## src/rtl/ckpt_fifo_pkg.sv

```systemverilog
// Shared sizing helpers for the checkpointed FIFO: pointers carry one extra
// wrap bit above the entry index.
package ckpt_fifo_pkg;

    function automatic int addr_w(input int depth);
        return $clog2(depth);
    endfunction

    function automatic int ptr_w(input int depth);
        return $clog2(depth) + 1;
    endfunction

endpackage

```

## src/rtl/fifo_ptr.sv

```systemverilog
// Wrap-bit FIFO pointer: clear beats load beats increment; wraps modulo 2^PW.
module fifo_ptr #(
    parameter int PW = 4
) (
    input  logic          clk,
    input  logic          n_rst,
    input  logic          clear,
    input  logic          inc,
    input  logic          load,
    input  logic [PW-1:0] load_val,
    output logic [PW-1:0] ptr
);

    always_ff @(posedge clk or negedge n_rst) begin
        if (!n_rst)     ptr <= '0;
        else if (clear) ptr <= '0;
        else if (load)  ptr <= load_val;
        else if (inc)   ptr <= ptr + PW'(1);
    end

endmodule

```

## src/rtl/ckpt_fifo.sv

```systemverilog
// Show-ahead synchronous FIFO whose read pointer can be checkpointed and
// rewound; checkpointed words stay protected from overwrite until released.
module ckpt_fifo
    import ckpt_fifo_pkg::*;
#(
    parameter int DATA_WIDTH = 8,
    parameter int DEPTH      = 8,
    parameter int AF_LEVEL   = DEPTH - 1
) (
    input  logic                    clk,
    input  logic                    n_rst,
    input  logic                    clear,
    input  logic [DATA_WIDTH-1:0]   w_data,
    input  logic                    w_enable,
    input  logic                    r_enable,
    input  logic                    store_r_ptr,
    input  logic                    revert_r_ptr,
    input  logic                    release_r_ptr,
    output logic [DATA_WIDTH-1:0]   r_data,
    output logic                    full,
    output logic                    empty,
    output logic                    almost_full,
    output logic [$clog2(DEPTH):0]  count,
    output logic                    overflow,
    output logic                    underflow
);

    localparam int AW = addr_w(DEPTH);
    localparam int PW = ptr_w(DEPTH);
    localparam logic [PW-1:0] DEPTH_P = PW'(DEPTH);
    localparam logic [PW-1:0] AF_P    = PW'(AF_LEVEL);

    logic [DEPTH-1:0][DATA_WIDTH-1:0] mem;
    logic [PW-1:0] w_ptr, r_ptr, ckpt_ptr, base, used;
    logic          ckpt_held;
    logic          wr_ok, rd_ok, revert_ok;

    // Occupancy counts protected (popped but checkpointed) words too.
    assign base        = ckpt_held ? ckpt_ptr : r_ptr;
    assign used        = w_ptr - base;
    assign full        = (used == DEPTH_P);
    assign empty       = (w_ptr == r_ptr);
    assign almost_full = (used >= AF_P);
    assign count       = w_ptr - r_ptr;
    assign r_data      = mem[r_ptr[AW-1:0]];

    assign revert_ok = revert_r_ptr & ckpt_held;
    assign wr_ok     = w_enable & ~full & ~clear;
    assign rd_ok     = r_enable & ~empty & ~revert_r_ptr & ~clear;

    fifo_ptr #(.PW(PW)) u_w_ptr (
        .clk      (clk),
        .n_rst    (n_rst),
        .clear    (clear),
        .inc      (wr_ok),
        .load     (1'b0),
        .load_val ('0),
        .ptr      (w_ptr)
    );

    fifo_ptr #(.PW(PW)) u_r_ptr (
        .clk      (clk),
        .n_rst    (n_rst),
        .clear    (clear),
        .inc      (rd_ok),
        .load     (revert_ok),
        .load_val (ckpt_ptr),
        .ptr      (r_ptr)
    );

    always_ff @(posedge clk or negedge n_rst) begin
        if (!n_rst) begin
            mem <= '0;
        end else if (wr_ok) begin
            mem[w_ptr[AW-1:0]] <= w_data;
        end
    end

    // Store snapshots the pre-pop read pointer so this cycle's word is replayable.
    always_ff @(posedge clk or negedge n_rst) begin
        if (!n_rst) begin
            ckpt_ptr  <= '0;
            ckpt_held <= 1'b0;
        end else if (clear) begin
            ckpt_ptr  <= '0;
            ckpt_held <= 1'b0;
        end else if (revert_ok) begin
            ckpt_held <= 1'b1;
        end else if (store_r_ptr) begin
            ckpt_ptr  <= r_ptr;
            ckpt_held <= 1'b1;
        end else if (release_r_ptr) begin
            ckpt_held <= 1'b0;
        end
    end

    always_ff @(posedge clk or negedge n_rst) begin
        if (!n_rst) begin
            overflow  <= 1'b0;
            underflow <= 1'b0;
        end else if (clear) begin
            overflow  <= 1'b0;
            underflow <= 1'b0;
        end else begin
            if (w_enable & full)  overflow  <= 1'b1;
            if (r_enable & empty) underflow <= 1'b1;
        end
    end

endmodule

```

## config.mk

```make
export PLATFORM = sky130hd
export DESIGN_NAME = ckpt_fifo
export DESIGN_NICKNAME = d
export VERILOG_FILES = /design/src/rtl/ckpt_fifo_pkg.sv /design/src/rtl/fifo_ptr.sv /design/src/rtl/ckpt_fifo.sv
export SDC_FILE = /design/constraint.sdc
export NUM_CORES = 1
export LEC_CHECK = 0
export ABC_CLOCK_PERIOD_IN_PS = 4500
export CORE_UTILIZATION = 40
export CTS_BUF_LIST = sky130_fd_sc_hd__clkbuf_8
export DETAILED_ROUTE_END_ITERATION = 6
export PLACE_DENSITY_LB_ADDON = 0.1
export SYNTH_ARGS = -nofsm -noshare
export SYNTH_HDL_FRONTEND = slang
export SYNTH_SLANG_ARGS = --single-unit
```

## constraint.sdc

```tcl
create_clock -name clk -period 4.5 [get_ports clk]
set_clock_uncertainty 0.1 [all_clocks]
set_input_delay 0.675 -clock clk [delete_from_list [all_inputs] [get_ports clk]]
set_output_delay 0.675 -clock clk [all_outputs]
set_load 0.02 [all_outputs]
```

==> Flow_metrics.wiki <==
{| class="wikitable"
! Metric !! Value
|-
| DRC errors left || 0
|-
| Finish-stage setup viols || 0
|-
| Count of placed standard cells in the final layout, fillers left out || 480
|-
| Iter 0 DRT Violations || 110
|-
| Count of instances resized after the clock tree is built || 0
|-
| Number of buffers created by CTS || 9
|-
| Proportion of synthesized chip area in sequential cells || between 40% and 50%
|-
| Overall die height || 102 um
|-
| Largest fanout on the critical path || 14
|-
| CP Capture Type || output port
|-
| Instance area at placement || 0.00450 mm2
|-
| Most repeated library cell on the critical path || sky130_fd_sc_hd__inv_1
|-
| Unrepaired setup endpoints after global routing || false
|-
| Hold violation count in the final report || 0
|-
| Hold WS || 0.375 ns
|-
| Leading cell type in the layout, fill and taps excluded || sky130_fd_sc_hd__dfrtp_1
|-
| IR Drop Worst-Case VDD || 0.000227 V
|-
| Peak clock frequency supported by timing || roughly 0.24 GHz
|-
| Design Power || 2.38 mW
|-
| List of cells traversed by the critical path || mux2_2 > ha_1 > inv_1 > fa_1 > nand2b_1 > nor4bb_1 > mux2i_2 > buf_4 > inv_1 > clkdlybuf4s50_1
|-
| #FFs+latches synth || 79
|-
| Rows || 36
|-
| First-pass iteration count of the detailed router || 4
|-
| Capturing instance or port of the critical path || full
|-
| Worst r2r src || ckpt_held
|-
| Leakage power figure || approximately 2.2 nW
|-
| Required time of the critical path || roughly 3.7 ns
|-
| Share of the cycle needed by the critical path after routing || approximately 93%
|-
| Overall overflow remaining after global route || 0
|-
| Distinct cell type count after synthesis || 40
|-
| Max-slew violation count || 0
|-
| Area of the core region || 0.00977 mm2
|-
| Global route hottest layer || met2
|-
| Number of top-level pins || 33
|-
| HPWL after detailed placement || between 5000 and 6000 um
|-
| Number of global-route vias before repair || around 2500
|-
| Syn-to-layout area delta || 17.7%
|-
| Mapped Cells || between 300 and 400
|-
| Syn Area/Cell || 13.2 um2
|-
| Worst Setup Slack post-DPL || roughly 0.69 ns
|-
| Final design utilization || between 40% and 50%
|-
| Post-CTS repair timing setup buffer count || 0
|-
| Data arrival time of the critical path || about 3.4 ns
|-
| Yosys synthesis warning count || 0
|-
| Mapped cell area || 0.00403 mm2
|-
| Fraction of layout instances using a drive strength above 1 || 34.3%
|-
| Transition time at the pin with the least slew margin || between 1 and 1.5 ns
|-
| Die area || 0.0105 mm2
|-
| Average routed wire per standard cell || between 15 and 20 um
|-
| Time the worst path needs with I/O delays and setup || about 4.2 ns
|-
| Met3 GRT Util || 4.92%
|-
| End of the worst register-to-register path || mem[18]
|-
| Met2 track demand over resource in global routing || 29.7%
|-
| Combined buffer and inverter count along the critical path || 4
|-
| Initial core utilization || between 40% and 50%
|-
| Delay contributed by the slowest stage of the critical path || 0.59 ns
|-
| Number of sinks on the clock net || 79
|-
| Clock Latency Late Sink || ~0.35 ns
|-
| Cell at the root of the clock tree || sky130_fd_sc_hd__clkbuf_8
|-
| Largest net degree at the start of global routing || 80
|-
| Path type of the worst min-delay path || in -> async
|-
| Result of the run || completed
|-
| Total global routing track utilization || between 10% and 20%
|-
| Post-detailed-routing wire length || ~8500 um
|-
| Clock-pin slew on the worst setup and hold paths || roughly 0.080 ns
|-
| Critical path's slowest cell || sky130_fd_sc_hd__clkdlybuf4s50_1
|-
| Critical path launch point type || flop
|-
| Number of antenna cells inserted || 0
|-
| Post-route setup TNS || 0 ns
|-
| Number of nets with antenna violations after detailed routing || 0
|-
| Critical path start-end classification || reg -> out
|-
| Routing usage on met1 || 25.2%
|-
| Count of nets after finishing || 368
|-
| Net Count, Synth || roughly 330
|-
| IO Port Bufs || 32
|-
| Filler cells || ~920
|-
| Maximum clock insertion buffer count || 2
|-
| Htree depth || 3
|-
| Global-route wire length before repair || roughly 14000 um
|-
| Antenna violations before repair || 0
|-
| Final Worst Setup Slack || roughly 0.31 ns
|-
| Cell area after layout || ~0.0047 mm2
|-
| Number of buffers added to fix hold violations after cts || 0
|-
| Die width || 102 um
|-
| Power per cell area || around 500 mW/mm2
|-
| Tightest slew margin relative to the limit || between 30% and 40%
|-
| Via density per instance || ~5.2
|-
| Total vias in the final route || roughly 2500
|-
| Most used cells in the layout excluding fill and tap cells || sky130_fd_sc_hd__dfrtp_1, sky130_fd_sc_hd__mux2_2, sky130_fd_sc_hd__nand2_1, sky130_fd_sc_hd__clkdlybuf4s50_1, sky130_fd_sc_hd__mux4_2
|-
| Number of logic stages on the critical path including buffering || 10
|-
| Number of cells traversed by the worst register-to-register path || 10
|-
| Dominant delay contributor by cell family on the critical path || buffers and inverters
|-
| Routability-driven placement congestion ratio || 0.738
|-
| Cells after DPL || 464
|-
| Flop-to-flop setup slack || ~1.2 ns
|-
| Clock tree from TritonCTS || done
|-
| Critical Path Source || ckpt_held
|-
| Max-Cap Viols || 0
|}
[area by class of cell]
cell class,instances,area [um2],area share (%)
tap,133,166,3.51
multi-input combinational,202,1940,41.0
clock buffer,10,138,2.90
inverter,11,41.3,0.870
sequential,79,1980,41.7
clock inverter,6,108,2.27
timing repair buffer,39,370,7.81
[metal layers]
| metal | share of wire [%] | vias to the layer above |
|---|---|---|
| met5 | 0 | - |
| met4 | 0.74 | 0 |
| met3 | 3.1 | 6 |
| met2 | 49 | 35 |
| met1 | 47 | 1272 |
| li1 | - | 1163 |
[logic make-up (layout without fill, tap and decap cells)]
kind of cell	after synthesis	count (layout)	synth area share [%]
flip-flops	79	79	49.1
AND/OR/NAND/NOR	76	76	10.7
multiplexers	89	89	29.3
XOR/XNOR	8	8	1.74
AO/OA/AOI/OAI	19	19	3.07
buffers and inverters	24	66	2.70
adder cells (fa/ha/maj)	10	10	3.48
[cell usage after synthesis]
master | n | area, um2
sky130_fd_sc_hd__o21ba_2 | 1 | 10.0
sky130_fd_sc_hd__inv_1 | 10 | 37.5
sky130_fd_sc_hd__xor2_1 | 5 | 43.8
sky130_fd_sc_hd__mux2i_2 | 1 | 13.8
sky130_fd_sc_hd__nand2_1 | 31 | 116
sky130_fd_sc_hd__clkbuf_1 | 6 | 22.5
sky130_fd_sc_hd__fa_1 | 2 | 40.0
sky130_fd_sc_hd__nor4bb_1 | 1 | 10.0
sky130_fd_sc_hd__nor2b_1 | 4 | 25.0
sky130_fd_sc_hd__nor2_1 | 14 | 52.6
sky130_fd_sc_hd__nand2b_1 | 2 | 12.5
sky130_fd_sc_hd__clkinv_1 | 1 | 3.75
sky130_fd_sc_hd__buf_6 | 2 | 22.5
sky130_fd_sc_hd__mux2_2 | 68 | 766
sky130_fd_sc_hd__mux4_2 | 16 | 360
sky130_fd_sc_hd__o21ai_0 | 1 | 5.00
sky130_fd_sc_hd__a311oi_1 | 1 | 8.76
sky130_fd_sc_hd__a211oi_1 | 4 | 30.0
sky130_fd_sc_hd__buf_2 | 3 | 15.0
sky130_fd_sc_hd__nand3_4 | 4 | 70.1
sky130_fd_sc_hd__a21o_1 | 1 | 7.51
sky130_fd_sc_hd__nand3b_1 | 1 | 7.51
sky130_fd_sc_hd__buf_1 | 2 | 7.51
sky130_fd_sc_hd__nand4_4 | 1 | 21.3
sky130_fd_sc_hd__or3_1 | 1 | 6.26
sky130_fd_sc_hd__nand4b_1 | 1 | 8.76
sky130_fd_sc_hd__and3_1 | 3 | 18.8
sky130_fd_sc_hd__nor3_1 | 1 | 5.00
sky130_fd_sc_hd__dfrtp_1 | 79 | 1980
sky130_fd_sc_hd__xnor2_1 | 3 | 26.3
sky130_fd_sc_hd__and3_2 | 3 | 22.5
sky130_fd_sc_hd__a21bo_2 | 1 | 10.0
sky130_fd_sc_hd__mux2i_1 | 4 | 40.0
sky130_fd_sc_hd__nand3_1 | 7 | 35.0
sky130_fd_sc_hd__a21oi_1 | 8 | 40.0
sky130_fd_sc_hd__o31ai_1 | 1 | 7.51
sky130_fd_sc_hd__ha_1 | 8 | 100
sky130_fd_sc_hd__and2_1 | 1 | 6.26
sky130_fd_sc_hd__o21ai_1 | 1 | 5.00
sky130_fd_sc_hd__nand4_2 | 1 | 12.5
[worst min-delay path by stage]
stage | from | endpoint | cells past startpoint
final | n_rst | underflow | 1
after global placement | mem[57] | mem[57] | 1
after global routing | mem[17] | mem[17] | 1
after floorplan | n_rst | ckpt_held | 0
after CTS | mem[21] | mem[21] | 1
after detailed placement | mem[21] | mem[21] | 1
[flip-flops by register name, indices dropped and copies added, names as in the netlist]
register     flops
mem             64
u_w_ptr.ptr      4
overflow         1
u_r_ptr.ptr      4
ckpt_ptr         4
underflow        1
ckpt_held        1
[power breakdown]
| group | total (mW) | internal (mW) | switching [mW] |
|---|---|---|---|
| combinational | 0.782 | 0.422 | 0.360 |
| clock | 0.641 | 0.383 | 0.258 |
| sequential | 0.954 | 0.872 | 0.0813 |
| total | 2.38 | 1.68 | 0.700 |
(Power assumes the default switching activity.)
